[config.mk]
export PLATFORM = sky130hd
export DESIGN_NAME = ext_mem_arb
export DESIGN_NICKNAME = d
export VERILOG_FILES = /design/src/rtl/ext_mem_pkg.sv /design/src/rtl/ext_mem_rr_sel.sv /design/src/rtl/ext_mem_arb.sv
export SDC_FILE = /design/constraint.sdc
export NUM_CORES = 1
export LEC_CHECK = 0
export BUFFER_PORTS_ARGS = -buffer_cell sky130_fd_sc_hd__buf_2
export CORE_AREA = 3 3 582 584
export CTS_CLUSTER_SIZE = 40
export DETAILED_ROUTE_END_ITERATION = 7
export DIE_AREA = 0 0 585 587
export PLACE_DENSITY = 0.3
export SLEW_MARGIN = 20
export SYNTH_ARGS = -nofsm -noshare
export SYNTH_HDL_FRONTEND = slang
export SYNTH_SLANG_ARGS = --single-unit
export TNS_END_PERCENT = 10
[constraint.sdc]
create_clock -name i_clk -period 1.1 [get_ports i_clk]
set_clock_uncertainty 0.15 [all_clocks]
set_input_delay 0 -clock i_clk [delete_from_list [all_inputs] [get_ports i_clk]]
set_output_delay 0 -clock i_clk [all_outputs]
set_load 0.02 [all_outputs]
[src/rtl/ext_mem_pkg.sv]
// ext_mem_pkg -- shared definitions for the external-memory front-end arbiter.
//
// Contents:
//   arb_state_t : arbiter FSM encoding (IDLE=0, BUSY=1, INV_WAIT=2, INV=3)
//   req_w()     : width of one flattened request {valid, addr, wdata, wstrb}
//   resp_w()    : width of one flattened response {ready, rdata}
//   *_off()     : bit offsets of master i inside the flattened per-master buses
//   ptr_w()     : width of a master index (at least 1 bit, also for one master)
package ext_mem_pkg;

  typedef enum logic [1:0] {
    ST_IDLE     = 2'd0,
    ST_BUSY     = 2'd1,
    ST_INV_WAIT = 2'd2,
    ST_INV      = 2'd3
  } arb_state_t;

  function automatic int req_w(input int addr_w, input int data_w);
    return 1 + addr_w + data_w + data_w / 8;
  endfunction

  function automatic int resp_w(input int data_w);
    return 1 + data_w;
  endfunction

  function automatic int addr_off(input int idx, input int addr_w);
    return idx * addr_w;
  endfunction

  function automatic int data_off(input int idx, input int data_w);
    return idx * data_w;
  endfunction

  function automatic int strb_off(input int idx, input int data_w);
    return idx * (data_w / 8);
  endfunction

  function automatic int ptr_w(input int n);
    return (n > 1) ? $clog2(n) : 1;
  endfunction

endpackage

[src/rtl/ext_mem_rr_sel.sv]
// ext_mem_rr_sel -- combinational rotate-priority picker.
//
// Returns the index of the first set bit of i_req, searching upward from
// i_ptr and wrapping modulo N_MASTERS. o_any flags that some bit is set;
// o_idx is 0 when nothing is requested.
//
// Ports:
//   i_req [N_MASTERS-1:0] request vector
//   i_ptr [PTR_W-1:0]     search start (always < N_MASTERS)
//   o_idx [PTR_W-1:0]     selected master index
//   o_any                 at least one request present
module ext_mem_rr_sel
  import ext_mem_pkg::*;
#(
  parameter int N_MASTERS = 2,
  parameter int PTR_W     = 1
) (
  input  logic [N_MASTERS-1:0] i_req,
  input  logic [PTR_W-1:0]     i_ptr,
  output logic [PTR_W-1:0]     o_idx,
  output logic                 o_any
);

  logic w_found;

  always_comb begin
    o_idx   = '0;
    w_found = 1'b0;
    for (int k = 0; k < N_MASTERS; k++) begin
      if (!w_found && i_req[(int'(i_ptr) + k) % N_MASTERS]) begin
        o_idx   = PTR_W'((int'(i_ptr) + k) % N_MASTERS);
        w_found = 1'b1;
      end
    end
  end

  assign o_any = |i_req;

endmodule

[src/rtl/ext_mem_arb.sv]
// ext_mem_arb -- N-master round-robin arbiter onto the L2 front-end port,
// with sequenced L2 invalidation.
//
// The grant is registered in IDLE and held for the whole transaction; the
// L2 request fields are a combinational pass-through of the granted master
// while BUSY and zero otherwise. A completion returns to IDLE, so back-to-back
// requests see one bubble cycle. An invalidate request is remembered in
// inv_pending and issued from IDLE only, so it can never overlap an L2 access.
//
// Build option:
//   EXT_MEM_ARB_WTB_WAIT_EN defined   : INV_WAIT holds until i_wtb_empty=1
//   EXT_MEM_ARB_WTB_WAIT_EN undefined : INV_WAIT lasts one cycle, i_wtb_empty unused
//
// Ports:
//   i_clk, i_rst_n            clock, async active-low reset
//   i_m_valid/addr/wdata/wstrb per-master request (flattened, master i at i*W)
//   o_m_rdata                 read data broadcast (= i_s_rdata)
//   o_m_ready                 one-cycle completion pulse to the granted master
//   o_s_valid/addr/wdata/wstrb L2 request
//   i_s_rdata, i_s_ready      L2 response
//   i_inv_req                 invalidate request pulse
//   i_wtb_empty               L2 write-through buffer empty
//   o_s_inv                   one-cycle invalidate to L2
//   o_inv_pending             invalidate requested but not yet issued
//
// State | meaning
// IDLE     | no transaction; arbitrate or start a pending invalidate
// BUSY     | granted master drives L2, waiting for i_s_ready
// INV_WAIT | invalidate queued, waiting for write-through drain
// INV      | o_s_inv asserted for this single cycle
module ext_mem_arb
  import ext_mem_pkg::*;
#(
  parameter int N_MASTERS = 2,
  parameter int ADDR_W    = 32,
  parameter int DATA_W    = 256
) (
  input  logic                            i_clk,
  input  logic                            i_rst_n,
  input  logic [N_MASTERS-1:0]            i_m_valid,
  input  logic [N_MASTERS*ADDR_W-1:0]     i_m_addr,
  input  logic [N_MASTERS*DATA_W-1:0]     i_m_wdata,
  input  logic [N_MASTERS*DATA_W/8-1:0]   i_m_wstrb,
  output logic [DATA_W-1:0]               o_m_rdata,
  output logic [N_MASTERS-1:0]            o_m_ready,
  output logic                            o_s_valid,
  output logic [ADDR_W-1:0]               o_s_addr,
  output logic [DATA_W-1:0]               o_s_wdata,
  output logic [DATA_W/8-1:0]             o_s_wstrb,
  input  logic [DATA_W-1:0]               i_s_rdata,
  input  logic                            i_s_ready,
  input  logic                            i_inv_req,
  input  logic                            i_wtb_empty,
  output logic                            o_s_inv,
  output logic                            o_inv_pending
);

  localparam int PTR_W  = ptr_w(N_MASTERS);
  localparam int STRB_W = DATA_W / 8;
  localparam int REQ_W  = req_w(ADDR_W, DATA_W);

  arb_state_t        r_state;
  arb_state_t        w_state_nxt;
  logic [PTR_W-1:0]  r_grant;
  logic [PTR_W-1:0]  w_grant_nxt;
  logic [PTR_W-1:0]  r_rr_ptr;
  logic [PTR_W-1:0]  w_rr_ptr_nxt;
  logic              r_inv_pending;
  logic              w_inv_pending_nxt;
  logic [PTR_W-1:0]  w_sel_idx;
  logic              w_any_req;
  logic [PTR_W-1:0]  w_grant_inc;
  logic              w_gnt_valid;
  logic [REQ_W-1:0]  w_gnt_req;

`ifndef EXT_MEM_ARB_WTB_WAIT_EN
  logic w_unused_wtb;
  assign w_unused_wtb = i_wtb_empty;
`endif

  ext_mem_rr_sel #(
    .N_MASTERS (N_MASTERS),
    .PTR_W     (PTR_W)
  ) u_rr_sel (
    .i_req (i_m_valid),
    .i_ptr (r_rr_ptr),
    .o_idx (w_sel_idx),
    .o_any (w_any_req)
  );

  // Granted master's request, flattened as {valid, addr, wdata, wstrb}.
  assign w_gnt_valid = i_m_valid[r_grant];
  assign w_gnt_req   = {w_gnt_valid,
                        i_m_addr [addr_off(int'(r_grant), ADDR_W) +: ADDR_W],
                        i_m_wdata[data_off(int'(r_grant), DATA_W) +: DATA_W],
                        i_m_wstrb[strb_off(int'(r_grant), DATA_W) +: STRB_W]};

  // grant+1 modulo N; collapses to 0 for a single master.
  assign w_grant_inc = (r_grant == PTR_W'(N_MASTERS - 1)) ? '0 : r_grant + PTR_W'(1);

  assign o_m_rdata     = i_s_rdata;
  assign o_inv_pending = r_inv_pending;

  always_ff @(posedge i_clk or negedge i_rst_n) begin
    if (!i_rst_n) begin
      r_state       <= ST_IDLE;
      r_grant       <= '0;
      r_rr_ptr      <= '0;
      r_inv_pending <= 1'b0;
    end else begin
      r_state       <= w_state_nxt;
      r_grant       <= w_grant_nxt;
      r_rr_ptr      <= w_rr_ptr_nxt;
      r_inv_pending <= w_inv_pending_nxt;
    end
  end

  always_comb begin
    w_state_nxt       = r_state;
    w_grant_nxt       = r_grant;
    w_rr_ptr_nxt      = r_rr_ptr;
    w_inv_pending_nxt = r_inv_pending | i_inv_req;
    o_s_valid         = 1'b0;
    o_s_addr          = '0;
    o_s_wdata         = '0;
    o_s_wstrb         = '0;
    o_m_ready         = '0;
    o_s_inv           = 1'b0;

    case (r_state)
      ST_IDLE: begin
        // Pending invalidate wins over new requests.
        if (r_inv_pending) begin
          w_state_nxt = ST_INV_WAIT;
        end else if (w_any_req) begin
          w_grant_nxt = w_sel_idx;
          w_state_nxt = ST_BUSY;
        end
      end

      ST_BUSY: begin
        {o_s_valid, o_s_addr, o_s_wdata, o_s_wstrb} = w_gnt_req;
        if (!w_gnt_valid) begin
          // Master withdrew before completion: abandon without rotating.
          w_state_nxt = ST_IDLE;
        end else if (i_s_ready) begin
          o_m_ready[r_grant] = 1'b1;
          w_rr_ptr_nxt       = w_grant_inc;
          w_state_nxt        = ST_IDLE;
        end
      end

      ST_INV_WAIT: begin
`ifdef EXT_MEM_ARB_WTB_WAIT_EN
        if (i_wtb_empty) begin
          w_state_nxt = ST_INV;
        end
`else
        w_state_nxt = ST_INV;
`endif
      end

      ST_INV: begin
        o_s_inv = 1'b1;
        // A request landing in this very cycle queues another invalidate.
        w_inv_pending_nxt = i_inv_req;
        w_state_nxt       = ST_IDLE;
      end

      default: begin
        w_state_nxt = ST_IDLE;
      end
    endcase
  end

endmodule

### Word-level counts from Yosys, hierarchy flattened

Index checks and enable logic that the tools add are counted.

| storage, ports and cells | value |
|---|---|
| input bits | 903 |
| flip-flop bits (word level) | 5 |
| output and inout port bits | 581 |
| word-level logic and storage cells | 56 |
| memory bits (writable) | 0 |
| latch bits | 0 |
| memories kept | 0 |
| ROM bits | 0 |

| cells by class | value |
|---|---|
| $lt $le $gt $ge | 4 |
| add/sub/neg operators | 2 |
| shift-type cells | 3 |
| muxes and demuxes | 27 |
| equality and inequality tests | 5 |
| div/mod/pow operators | 0 |
| reduce and logical (&&, ||, !) cells | 8 |
| bitwise logic cells | 3 |
| multipliers | 0 |

Operators with widths:

| cell | number |
|---|---|
| 512-bit by 10-bit indexed part select with 256-bit output | 1 |
| 256-bit 2-to-1 mux | 1 |
| 64-bit by 7-bit indexed part select with 32-bit output | 2 |
| 32-bit 2-to-1 mux | 2 |
| 1-bit 2-to-1 mux | 15 |
| 2-bit 2-to-1 mux | 7 |
| 2-bit case mux with 4 select lines | 1 |
| 3-bit AND reduction | 2 |
| 2-bit equality test, second input constant | 2 |
| 1-bit by 2-bit < comparator with 1-bit output, second input constant | 2 |
| 2-bit by 3-bit < comparator with 1-bit output, second input constant | 1 |
| 3-bit by 2-bit inequality test with 1-bit output, second input constant | 1 |
| 3-bit inequality test, second input constant | 1 |
| 1-bit adder, second input constant | 2 |
| 2-bit by 1-bit equality test with 1-bit output, second input constant | 1 |
| 1-bit logical AND | 2 |
| 2-bit logical NOT | 1 |
| 2-bit AND reduction | 1 |
| 2-bit OR reduction | 1 |
| 1-bit AND, first input constant | 1 |
| 1-bit demux with 1-bit select | 1 |
| 1-bit greater-or-equal comparator, second input constant | 1 |
| 1-bit logical NOT | 1 |
| 1-bit NOT | 1 |
| 1-bit bitwise OR | 1 |

### Depth between registers and ports, before layout

Gate-level depths: netlist (run 1).

| depth | value |
|---|---|
| depth after elaboration | 7 |
| mapped depth | 5 |
| gate-level depth less buffers | 3 |

### Modules after synthesis

A second synthesis (run 1) with hierarchy kept.

| unflattened totals | value |
|---|---|
| cells, all modules | 997 |
| area total of the unflattened synthesis | 7,195.7 µm² |

By module, submodules not included:

| module | area an instance (µm²) | instances | cells each |
|---|---|---|---|
| ext_mem_arb | 7,178.1 | 1 | 994 |
| ext_mem_rr_sel | 17.5 | 1 | 3 |

### Least setup slack after synthesis (run 1)

No wires, ideal clock.

| timing path | value |
|---|---|
| path kind | register to output |
| from | reg r_grant |
| to | out o_m_ready[1] |
| setup slack | -0.367 ns |
| data arrival time | 1.317 ns |
| path buffers | 3 |
| cell stages (with the launch flop) | 6 |
| path through | dfrtp_1 -> buf_4 -> buf_6 -> buf_6 -> inv_1 -> nor3_1 |

| on the way | value |
|---|---|
| longest elaborated chain between the ends | 7 |

RTL lines:

| what | RTL line | text |
|---|---|---|
| start: declaration | ext_mem_arb.sv:64 | `logic [PTR_W-1:0] r_grant;` |
| start signal: assignment | ext_mem_arb.sv:112 | `r_grant <= w_grant_nxt;` |
| 1-bit by 2-bit < comparator with 1-bit output (implied by the code) or 1-bit greater-or-equal comparator (tied branches) | ext_mem_arb.sv:147 | `o_m_ready[r_grant] = 1'b1;` |
| 1-bit logical AND (implied by the code) | ext_mem_arb.sv:147 |  |
| 1-bit 2-to-1 mux (implied by the code) | ext_mem_arb.sv:147 |  |
| 1-bit demux with 1-bit select | ext_mem_arb.sv:147 |  |
| 2-bit 2-to-1 mux | ext_mem_arb.sv:146 | `end else if (i_s_ready) begin` |
| 2-bit 2-to-1 mux * | ext_mem_arb.sv:143 | `if (!w_gnt_valid) begin` |
| 2-bit 2-to-1 mux * | ext_mem_arb.sv:130 | `case (r_state)` |
| end: declaration | ext_mem_arb.sv:45 | `output logic [N_MASTERS-1:0] o_m_ready,` |

Mark *: on every way between the ends. The rest lies on a longest branch, timed or not. The select of a mux whose other input is x is not followed.

### Worst setup path after layout (run 1)

| timing path | value |
|---|---|
| from | reg r_grant |
| to | out o_s_wdata[201] |

| on the way | value |
|---|---|
| longest elaborated chain between the ends | 2 |

RTL lines:

| what | RTL line | text |
|---|---|---|
| 512-bit by 10-bit indexed part select with 256-bit output | ext_mem_arb.sv:95 | `i_m_wdata[data_off(int'(r_grant), DATA_W) +: DATA_W],` |
| 256-bit 2-to-1 mux | ext_mem_arb.sv:130 |  |
| end: declaration | ext_mem_arb.sv:48 | `output logic [DATA_W-1:0] o_s_wdata,` |

Every way passes these cells.

==> metrics.txt, run 1 <==
WL/cell 27.4 um; Syn Nets 1899; Critical path buffers and inverters 2; crit start category flip-flop; internal power 0.0228 W; register area share after synthesis 1.74%; Netlist cell types 16; Fin. Hold Viols 0; YS warnings 0; final cell count without fillers 6517; clock sink count 5; Clk Latency, worst-skew pair 0.23 ns; clock share of power 1.2%; Final Setup Violations 327; number of cells on the critical path 4; violated checks setup timing; first-pass GRT wire length 202000 um; Main synth FF type dfrtp_1; GPL Wtd Cong 0.940; Syn Std Cell Area 7200 sq um; via count 12300; Comb pwr share 98.1%; sequential power share 0.7%; NumNets Final 2987; fillers 39000; fin worst setup slack -1.04 ns; Reg2Reg Depth 5; RSZ-0062 raised after global routing true; Worst setup EP type primary output; post-detail-place hpwl 166000 um; Core Footprint 334000 sq um; Slew Limit Headroom 58.4%; H-tree depth 1; Mapped Cells 996; Inst Count DP 6165; Power, Total 0.0519 W; asr flop ratio synth 100%; syn avg cell area 7.23 sq um; worst hold path class in -> reg; Pleak 9.65 nW; EDFF count, synth 0; worst-path maximum fanout 19; Max Cap Viol 0; Psw 0.0292 W; Iteration-0 DRC Markers 609; Final ANT Viol Nets 0; fraction of layout cells with a size suffix above 1 69.6%; clock buffer count from CTS 3; deepest clock path buffer count 2; largest cells by area after synthesis mux2i_1 45%, buf_4 30%, nor2_1 17%, buf_6 4.8%, dfrtp_1 1.7%; Seq cells post-synth 5; DP Worst Slack -1.73 ns; CP top delay family buffers and inverters; fmax 467 MHz; Max Slew Vio Count 0; Ports 1484; Clock Pin Slew Worst Setup and Hold Paths 0.04 ns; DIE WIDTH 585 um; Switching Share 56.1%; CP Class reg -> out; Tmin final 2.14 ns; CP max stage cell dfrtp_4; setup tns final -270.39 ns; Synth top area share 44.6%; die height 587 um; Starting Density 2.16%; Port Buf Inserts 970; arrival time at the worst endpoint 1.99 ns; Crit path required time 0.95 ns; clock root buffer clkbuf_16; commonest cells in the netlist 324 x nor2_1, 321 x mux2i_1, 284 x buf_4; CTS tree done; row cnt 212; count leader, synth nor2_1; largest net degree at the start of global routing 38; GRT Util Overall 9.77%; Die Footprint 343000 sq um; outcome finished, violations left; DRC errors left 0; worst-margin pin slew 0.627 ns; PD cells 2080 nW/um^2; post-DR vias/cell 1.89; initial antenna violation count 118; vias in the first global route 12600; most area-hungry cell type in the Yosys netlist mux2i_1; grt total ovfl 0; drt pass-1 iters 5; WL final 178000 um; peak supply drop 0.000949 V; layout overhead on the synthesized area 247%; largest stage delay on the critical path 0.48 ns; Cell Chain, Critical Path buf_4 > mux2i_1 > nor2_1 > buf_12; WHS Path Cells 4; period utilization 195%
[flip-flops by register name (all words and copies together), names as in the netlist]
signal / cells
r_grant: 1
o_inv_pending: 1
r_state: 2
r_rr_ptr: 1
[worst paths after layout]
kind	from	endpoint	slack, ns
max in group asynchronous	i_rst_n	r_grant	0.50
max	r_grant	o_s_wdata[201]	-1.04
min in group asynchronous	i_rst_n	r_state[1]	0.13
min	i_s_ready	r_rr_ptr	0.04
max reg2reg	r_grant	r_state[0]	-0.61
min reg2reg	r_rr_ptr	r_rr_ptr	0.39
[repair_timing]
item                                   CTS  global route
setup endpoints to repair              328           330
cloned                                   3             3
setup buffers                           23            18
endpoints found under the hold margin  264             0
resized for setup                      339           233
hold buffers                           261             0
pin swaps                                3             6
[final cells by class]
type,instances,area (sq um),area share [%]
well taps,4387,5490,22.0
multi-input cells,661,6320,25.3
flip-flops and latches,5,129,0.516
clock buffers,3,75.1,0.301
clock inverters,1,5.00,0.0200
diodes,47,118,0.471
repair buffers,1411,12800,51.4
inverters,2,7.51,0.0301
[layer usage]
layer	vias up	share of wire, %	wire [um]	global-route usage [%]
li1	5262	-	-	-
met1	5726	35	62400	10.2
met2	1093	54	96600	18.9
met3	226	7.9	14000	2.42
met4	22	2.9	5240	2.87
met5	-	0.086	154	0
[worst min-delay path, stage by stage]
cell,delay [ns]
buf_2,0.11
nand2_1,0.12
o21ai_1,0.07
o21ai_1,0.07
[layout by cell type, fill, tap and decap left out, types with 2 or more instances in the layout]
cell | synthesis | routed
mux2i_1 | 321 | 200
dfrtp_1 | 5 | 4
mux2i_2 | 0 | 53
nor2_4 | 0 | 59
buf_6 | 31 | 38
buf_2 | 13 | 699
diode_2 | 0 | 47
buf_12 | 0 | 235
nor2_1 | 324 | 157
clkbuf_16 | 0 | 6
buf_8 | 0 | 5
buf_16 | 0 | 8
dlymetal6s4s_1 | 0 | 2
buf_4 | 284 | 157
mux2i_4 | 0 | 68
o21ai_1 | 0 | 2
o21ba_2 | 2 | 2
clkbuf_4 | 0 | 5
nand2_1 | 4 | 3
dlygate4sd3_1 | 0 | 259
nor3_4 | 0 | 2
nor2_2 | 0 | 108
[per-stage QoR]
stage	area (sq um)	util [%]	hold WS (ns)
final	25000	7.48	0.0396
after global routing	25000	7.48	0.0893
after CTS	23900	7.15	0.0521
after detailed placement	19500	5.83	-0.310
after global placement	19400	5.82	-0.310
after floorplan	7280	-	-0.446
[power by group through the flow]
stage / registers [W] / clock network, W / logic [W]
after floorplan: 0.000350 / 0 / 0.0168
after global placement: 0.000393 / 0 / 0.0432
after detailed placement: 0.000399 / 0 / 0.0432
after CTS: 0.000396 / 0.000612 / 0.0507
after global routing: 0.000397 / 0.000631 / 0.0541
final: 0.000385 / 0.000600 / 0.0510
[kinds of logic (layout without fill, tap and decap cells)]
| logic type | after synthesis | in the layout | synth area share, % |
|---|---|---|---|
| and+or+nand+nor | 332 | 332 | 17.4 |
| other | 0 | 47 | 0 |
| DFF | 5 | 5 | 1.74 |
| muxes | 321 | 321 | 44.6 |
| AOI/OAI and AO/OA | 8 | 8 | 0.799 |
| buffers and inverters | 330 | 1417 | 35.5 |
Power figures use the tool's default switching activity.
==> run 2: changes to the inputs <==
--- a/config.mk
+++ b/config.mk
@@ -6,13 +6,14 @@
 export NUM_CORES = 1
 export LEC_CHECK = 0
 export BUFFER_PORTS_ARGS = -buffer_cell sky130_fd_sc_hd__buf_2
-export CORE_AREA = 3 3 582 584
+export CORE_AREA = 3 3 581 583
 export CTS_CLUSTER_SIZE = 40
 export DETAILED_ROUTE_END_ITERATION = 7
-export DIE_AREA = 0 0 585 587
+export DIE_AREA = 0 0 584 586
 export PLACE_DENSITY = 0.3
 export SLEW_MARGIN = 20
 export SYNTH_ARGS = -nofsm -noshare
 export SYNTH_HDL_FRONTEND = slang
+export SYNTH_HIERARCHICAL = 1
 export SYNTH_SLANG_ARGS = --single-unit
 export TNS_END_PERCENT = 10
==> run 2 against run 1 <==
- the run still ends with setup timing left
- routed wire length is 3.9% higher
- synthesized cell count is 0.10% higher
- critical path depth is 2 higher
- total power is 0.55% lower
- final cell count is 0.66% lower
- critical path type unchanged
- critical endpoint is now o_s_wdata[81]
- largest power group unchanged
- highest routed layer unchanged
==> metrics.txt, run 2 <==
EDFF count, synth 0 (unchanged); Area after DPL 19500 sq um (about the same); Max Cap Viol 0 (unchanged); clock buffer count from CTS 3 (unchanged); Multi-input gate area 5950 sq um (was 6320 sq um); crit-path most repeated cell buf_16; YS warnings 6 (was 0); CP Class reg -> out (unchanged); vias in the first global route 12300 (was 12600); commonest cells in the netlist 323 x nor2_1, 321 x mux2i_1, 278 x buf_4 (was 324 x nor2_1, 321 x mux2i_1, 284 x buf_4); Slew Limit Headroom 46.9% (was 58.4%); CP max stage cell dfrtp_4 (unchanged); NumNets Final 2948 (was 2987); largest net degree at the start of global routing 41 (was 38); Netlist cell types 20 (was 16); crit start category flip-flop (unchanged); fin worst setup slack -1.09 ns (was -1.04 ns); violated checks setup timing (unchanged); Clock Pin Slew Worst Setup and Hold Paths 0.04 ns (about the same); hold slack 0.0209 ns (was 0.0396 ns); initial antenna violation count 108 (was 118); post-route core utilization 7.37% (was 7.48%); clock sink count 5 (unchanged); Ports 1484 (unchanged); Crit path required time 0.95 ns (about the same); worst hold path class in -> reg (unchanged); Final Setup Violations 327 (unchanged); Synth top area share 44.7% (was 44.6%); CTS tree done (unchanged); Main synth FF type dfrtp_1 (unchanged); H-tree depth 1 (unchanged); outcome finished, violations left (unchanged); DIE WIDTH 584 um (was 585 um); Pleak 9.41 nW (was 9.65 nW); Core Footprint 333000 sq um (was 334000 sq um); peak supply drop 0.000630 V (was 0.000949 V); drt pass-1 iters 5 (unchanged); Hold Startpoint i_s_ready (unchanged); most frequent cells in the layout 711 x buf_2, 256 x dlygate4sd3_1, 243 x buf_12, 208 x mux2i_1, 146 x nor2_1 (was 699 x buf_2, 259 x dlygate4sd3_1, 235 x buf_12, 200 x mux2i_1); max reg flops 2 (unchanged); post-detail-place hpwl 173000 um (was 166000 um); Port Buf Inserts 970 (unchanged); Clk Latency, worst-skew pair 0.24 ns (was 0.23 ns); post-route cell area 24600 sq um (was 25000 sq um); Iteration-0 DRC Markers 498 (was 609); fraction of layout cells with a size suffix above 1 69.2% (was 69.6%); largest stage delay on the critical path 0.54 ns (was 0.48 ns); RSZ-0062 raised after global routing true (unchanged); Seq cells post-synth 5 (unchanged); Worst Setup SP r_grant (unchanged); Largest Register r_state (unchanged); die height 586 um (was 587 um); count leader, synth nor2_1 (unchanged); Fin. Hold Viols 0 (unchanged); Final ANT Viol Nets 0 (unchanged); largest cells by area after synthesis mux2i_1 45%, buf_4 29%, nor2_1 17%, buf_6 4.9%, dfrtp_1 1.7% (was mux2i_1 45%, buf_4 30%, nor2_1 17%, buf_6 4.8%, dfrtp_1 1.7%); deepest clock path buffer count 2 (unchanged); arrival time at the worst endpoint 2.04 ns (was 1.99 ns); Syn Nets 1900 (was 1899); WL final 185000 um (was 178000 um); fillers 39000 (about the same); layout overhead on the synthesized area 241% (was 247%); via count 12200 (was 12300); GRT Util Overall 10.1% (was 9.77%); fmax 457 MHz (was 467 MHz); post-DR vias/cell 1.88 (was 1.89); asr flop ratio synth 100% (unchanged); most common cell after layout, fill and taps aside buf_2 (unchanged); grt total ovfl 0 (unchanged); GPL Wtd Cong 0.834 (was 0.940); Tmin final 2.19 ns (was 2.14 ns); worst-margin pin slew 0.801 ns (was 0.627 ns); clock root buffer clkbuf_16 (unchanged); storage element area 129 sq um (unchanged); DP Worst Slack -1.69 ns (was -1.73 ns); Max Slew Vio Count 0 (unchanged); Syn Std Cell Area 7200 sq um (about the same); most area-hungry cell type in the Yosys netlist mux2i_1 (unchanged); register area share after synthesis 1.74% (about the same); first-pass GRT wire length 207000 um (was 202000 um); Power, Total 0.0517 W (was 0.0519 W); period utilization 199% (was 195%); Mapped Cells 997 (was 996); R2R Path Start r_grant (unchanged); PD cells 2100 nW/um^2 (was 2080 nW/um^2); worst-path maximum fanout 8 (was 19); DRC errors left 0 (unchanged); WL/cell 28.6 um (was 27.4 um); syn avg cell area 7.22 sq um (was 7.23 sq um); Die Footprint 342000 sq um (was 343000 sq um); Worst setup EP type primary output (unchanged); row cnt 212 (unchanged); Starting Density 2.16% (about the same); Cell Chain, Critical Path buf_16 > buf_16 > buf_16 > mux2i_4 > nor2_4 > buf_12 (was buf_4 > mux2i_1 > nor2_1 > buf_12)
==> run 2: final timing paths <==
kind | to | slack [ns] | cells past startpoint
setup / recovery | o_s_wdata[81] | -1.09 | 6
hold / removal | r_rr_ptr | 0.02 | 4
setup reg to reg | r_state[0] | -0.68 | 5
hold reg to reg | r_rr_ptr | 0.38 | 2
max in group asynchronous | r_grant | 0.34 | 2
min in group asynchronous | r_rr_ptr | 0.17 | 2
==> run 2: per-stage QoR <==
stage                     instances  TNS [ns]
after floorplan                 997    -80.32
after global placement         6140   -212.17
after detailed placement       6140   -216.20
after CTS                      6420   -307.57
after global routing           6467   -310.12
final                          6474   -285.43
==> run 2: logic make-up (layout without fill, tap and decap cells) <==
family / after synthesis / count (layout) / synth area share, %
flip-flops: 5 / 5 / 1.74
buffers and inverters: 331 / 1378 / 35.3
AND/OR/NAND/NOR: 332 / 332 / 17.5
other: 0 / 43 / 0
multiplexers: 321 / 321 / 44.7
AO/OA/AOI/OAI: 8 / 8 / 0.748
==> run 2: routing by layer <==
| layer | vias up | track usage (%) | part of all wire [%] |
|---|---|---|---|
| met5 | - | 0 | 0.083 |
| met4 | 24 | 2.65 | 3.3 |
| met3 | 256 | 4.08 | 11 |
| met2 | 1153 | 19.6 | 53 |
| met1 | 5546 | 9.87 | 32 |
| li1 | 5182 | - | - |
==> run 2: layout make-up <==
cell class              count  area share [%]
diodes                     43           0.438
clock buffers               3           0.306
clock inverters             1          0.0204
inverters                   3          0.0459
multi-input cells         661            24.2
flip-flops and latches      5           0.525
well taps                4387            22.4
repair buffers           1371            52.1
==> run 2: timing repair <==
item / in CTS / in global routing
endpoints found under the setup margin: 328 / 331
hold endpoints to repair: 263 / 0
gates resized for setup: 336 / 151
setup buffers: 8 / 8
hold buffers: 259 / 0
pin swaps: 9 / 13
cloned: 9 / 4
==> run 2: power by group <==
group	internal [W]	switching (W)	total, W	leakage [nW]
Sequential	0.000273	0.000109	0.000383	0.0534
Clock	0.000482	0.000189	0.000671	0.0412
Combinational	0.0217	0.0289	0.0506	9.31
Total	0.0225	0.0292	0.0517	9.41
==> run 2: critical path, delay by kind of cell, from the launching register on <==
family	cells	cell delay [ns]
DFF	1	0.54
and+or+nand+nor	1	0.08
buffers and inverters	4	0.61
muxes	1	0.49
==> run 3: changes to the inputs <==
--- a/config.mk
+++ b/config.mk
@@ -6,6 +6,7 @@
 export NUM_CORES = 1
 export LEC_CHECK = 0
 export BUFFER_PORTS_ARGS = -buffer_cell sky130_fd_sc_hd__buf_2
+export CAP_MARGIN = 15
 export CORE_AREA = 3 3 581 583
 export CTS_CLUSTER_SIZE = 40
 export DETAILED_ROUTE_END_ITERATION = 7
==> constraint.sdc (replaced) <==
create_clock -name i_clk -period 2 [get_ports i_clk]
set_clock_uncertainty 0.15 [all_clocks]
set_input_delay 0 -clock i_clk [delete_from_list [all_inputs] [get_ports i_clk]]
set_output_delay 0 -clock i_clk [all_outputs]
set_load 0.02 [all_outputs]
==> run 3 against run 2 <==
- the run still ends with setup timing left
- utilization is 0.42 points lower
- first-iteration DRC count is 13% lower
- via count is 2.1% lower
- flip-flop and latch count stayed put
- hold slack worse by 0.0020 ns
- register-to-register slack better by 1.1 ns
- critical path depth is 1 higher
- total power is 50% lower
- routed wire length is 5.4% higher
- combinational power is 50% lower
- highest routed layer unchanged
==> metrics.txt, run 3 (synthesis results as in run 2) <==
clock sink count 5 (unchanged); Port Buf Inserts 970 (unchanged); via count 11900 (was 12200); clock buffer count from CTS 3 (unchanged); PD cells 1120 nW/um^2 (was 2100 nW/um^2); Iteration-0 DRC Markers 435 (was 498); deepest clock path buffer count 2 (unchanged); DRC errors left 0 (unchanged); period utilization 110%; fraction of layout cells with a size suffix above 1 62.7% (was 69.2%); R2R Path Start r_grant (unchanged); sequential power share 0.8% (was 0.7%); GRT Util Overall 10.8% (was 10.1%); post-detail-place hpwl 185000 um (was 173000 um); CTS tree done (unchanged); worst-margin pin slew 0.781 ns (was 0.801 ns); largest net degree at the start of global routing 56 (was 41); Final ANT Viol Nets 0 (unchanged); Switching Share 58.2% (was 56.5%); RSZ-0062 raised after global routing true (unchanged); internal power 0.0109 W (was 0.0225 W); hold slack 0.0189 ns (was 0.0209 ns); Comb pwr share 97.9% (was 98.0%); worst-path maximum fanout 7 (was 8); Psw 0.0152 W (was 0.0292 W); max reg flops 2 (unchanged); outcome finished, violations left (unchanged); clock share of power 1.3% (about the same); WL final 195000 um (was 185000 um); Max Slew Vio Count 0 (unchanged); most common cell after layout, fill and taps aside buf_2 (unchanged); fillers 39200 (was 39000); drt pass-1 iters 5 (unchanged); post-route core utilization 6.95% (was 7.37%); crit start category flip-flop (unchanged); final cell count without fillers 6459 (was 6474); NumNets Final 2903 (was 2948); Hold Startpoint i_m_valid[1] (was i_s_ready); Clk Latency, worst-skew pair 0.23 ns (was 0.24 ns); GPL Wtd Cong 0.798 (was 0.834); Clock Pin Slew Worst Setup and Hold Paths 0.04 ns (about the same); CP Class reg -> out (unchanged); DIE WIDTH 584 um (unchanged); Worst setup EP type primary output (unchanged); Inst Count DP 6109 (was 6140); H-tree depth 1 (unchanged); fmax 456 MHz; Largest Register r_state (unchanged); layout overhead on the synthesized area 222% (was 241%); Fin. Hold Viols 0 (unchanged); die height 586 um (unchanged); fin worst setup slack -0.191 ns (was -1.09 ns); post-route cell area 23200 sq um (was 24600 sq um); vias in the first global route 11800 (was 12300); Starting Density 2.16% (unchanged); Multi-input gate area 5620 sq um (was 5950 sq um); first-pass GRT wire length 216000 um (was 207000 um); Area after DPL 18500 sq um (was 19500 sq um); grt total ovfl 0 (unchanged); Crit path required time 1.85 ns (was 0.95 ns); Die Footprint 342000 sq um (unchanged); storage element area 129 sq um (unchanged); Ports 1484 (unchanged); Slew Limit Headroom 47.7% (was 46.9%); initial antenna violation count 158 (was 108); post-DR vias/cell 1.84 (was 1.88); peak supply drop 0.000484 V (was 0.000630 V); Pleak 8.93 nW (was 9.41 nW); Tmin final 2.19 ns; WL/cell 30.2 um (was 28.6 um); clock root buffer clkbuf_16 (unchanged); Power, Total 0.0260 W (was 0.0517 W); Core Footprint 333000 sq um (unchanged); Final Setup Violations 162 (was 327); Max Cap Viol 0 (unchanged); Worst Setup SP r_grant (unchanged); most frequent cells in the layout 739 x buf_2, 259 x dlygate4sd3_1, 236 x nor2_1, 229 x mux2i_1, 194 x buf_12 (was 711 x buf_2, 256 x dlygate4sd3_1, 243 x buf_12, 208 x mux2i_1, 146 x nor2_1); row cnt 212 (unchanged); arrival time at the worst endpoint 2.04 ns (about the same); violated checks setup timing (unchanged); worst hold path class in -> reg (unchanged)
[run 3: cell count changes in the layout (fill, tap and decap cells not counted), moves of 4 or more]
cell and delta:
nor2_2 -65, buf_12 -49, buf_6 +10, buf_4 -32
buf_2 +28, nor2_4 -25, mux2i_2 -36, diode_2 +30
nor2_1 +90, mux2i_4 +15, mux2i_1 +21, bufbuf_16 -4
clkbuf_4 +5
[run 3: power groups by stage]
stage	combinational [W]	clock (W)	sequential, W
3_3_place_gp	0.0231	0	0.000209
3_5_place_dp	0.0230	0	0.000212
2_1_floorplan	0.00902	0	0.000180
5_1_grt	0.0272	0.000344	0.000224
6_report	0.0255	0.000330	0.000217
4_1_cts	0.0264	0.000336	0.000214
[run 3: timing repair]
action	4_1_cts	5_1_grt
hold endpoints to repair	263	0
gates resized for setup	265	99
setup endpoints to repair	150	255
hold buffers	259	0
cloned	3	3
pin swaps	2	6
setup buffers	7	3
[run 3: worst max-delay path: stages, from the launching register on]
cell	delay [ns]
dfrtp_4	0.51
buf_16	0.18
buf_12	0.14
buf_16	0.15
buf_4	0.15
mux2i_4	0.43
nor2_4	0.07
buf_12	0.15
[run 3: metal layers]
metal / share of wire, % / GRT usage (%)
met2: 54 / 21.2
met5: 0.21 / 0
met1: 34 / 10.9
met3: 9.6 / 3.62
met4: 2.3 / 1.96
[run 3: worst paths after layout]
check                      slack [ns]       endpoint  cells past startpoint
max                             -0.19  o_s_wdata[25]                      7
min                              0.02       r_rr_ptr                      4
max reg2reg                      0.39     r_state[0]                      4
min reg2reg                      0.40       r_rr_ptr                      2
max in group asynchronous        1.42        r_grant                      2
min in group asynchronous        0.10       r_rr_ptr                      2
[run 3: cell type report]
type,instances,share of cell area (%)
timing repair buffer,1326,50.3
multi-input combinational,661,24.3
tap,4387,23.7
antenna,73,0.789
sequential,5,0.557
clock buffer,3,0.324
inverter,3,0.0486
clock inverter,1,0.0216
[run 3: stage by stage]
stage	TNS, ns	worst slack, ns
after floorplan	0	0.550
after global placement	-6.43	-0.772
after detailed placement	-6.26	-0.619
after CTS	-17.98	-0.209
after global routing	-24.81	-0.208
final	-9.87	-0.191
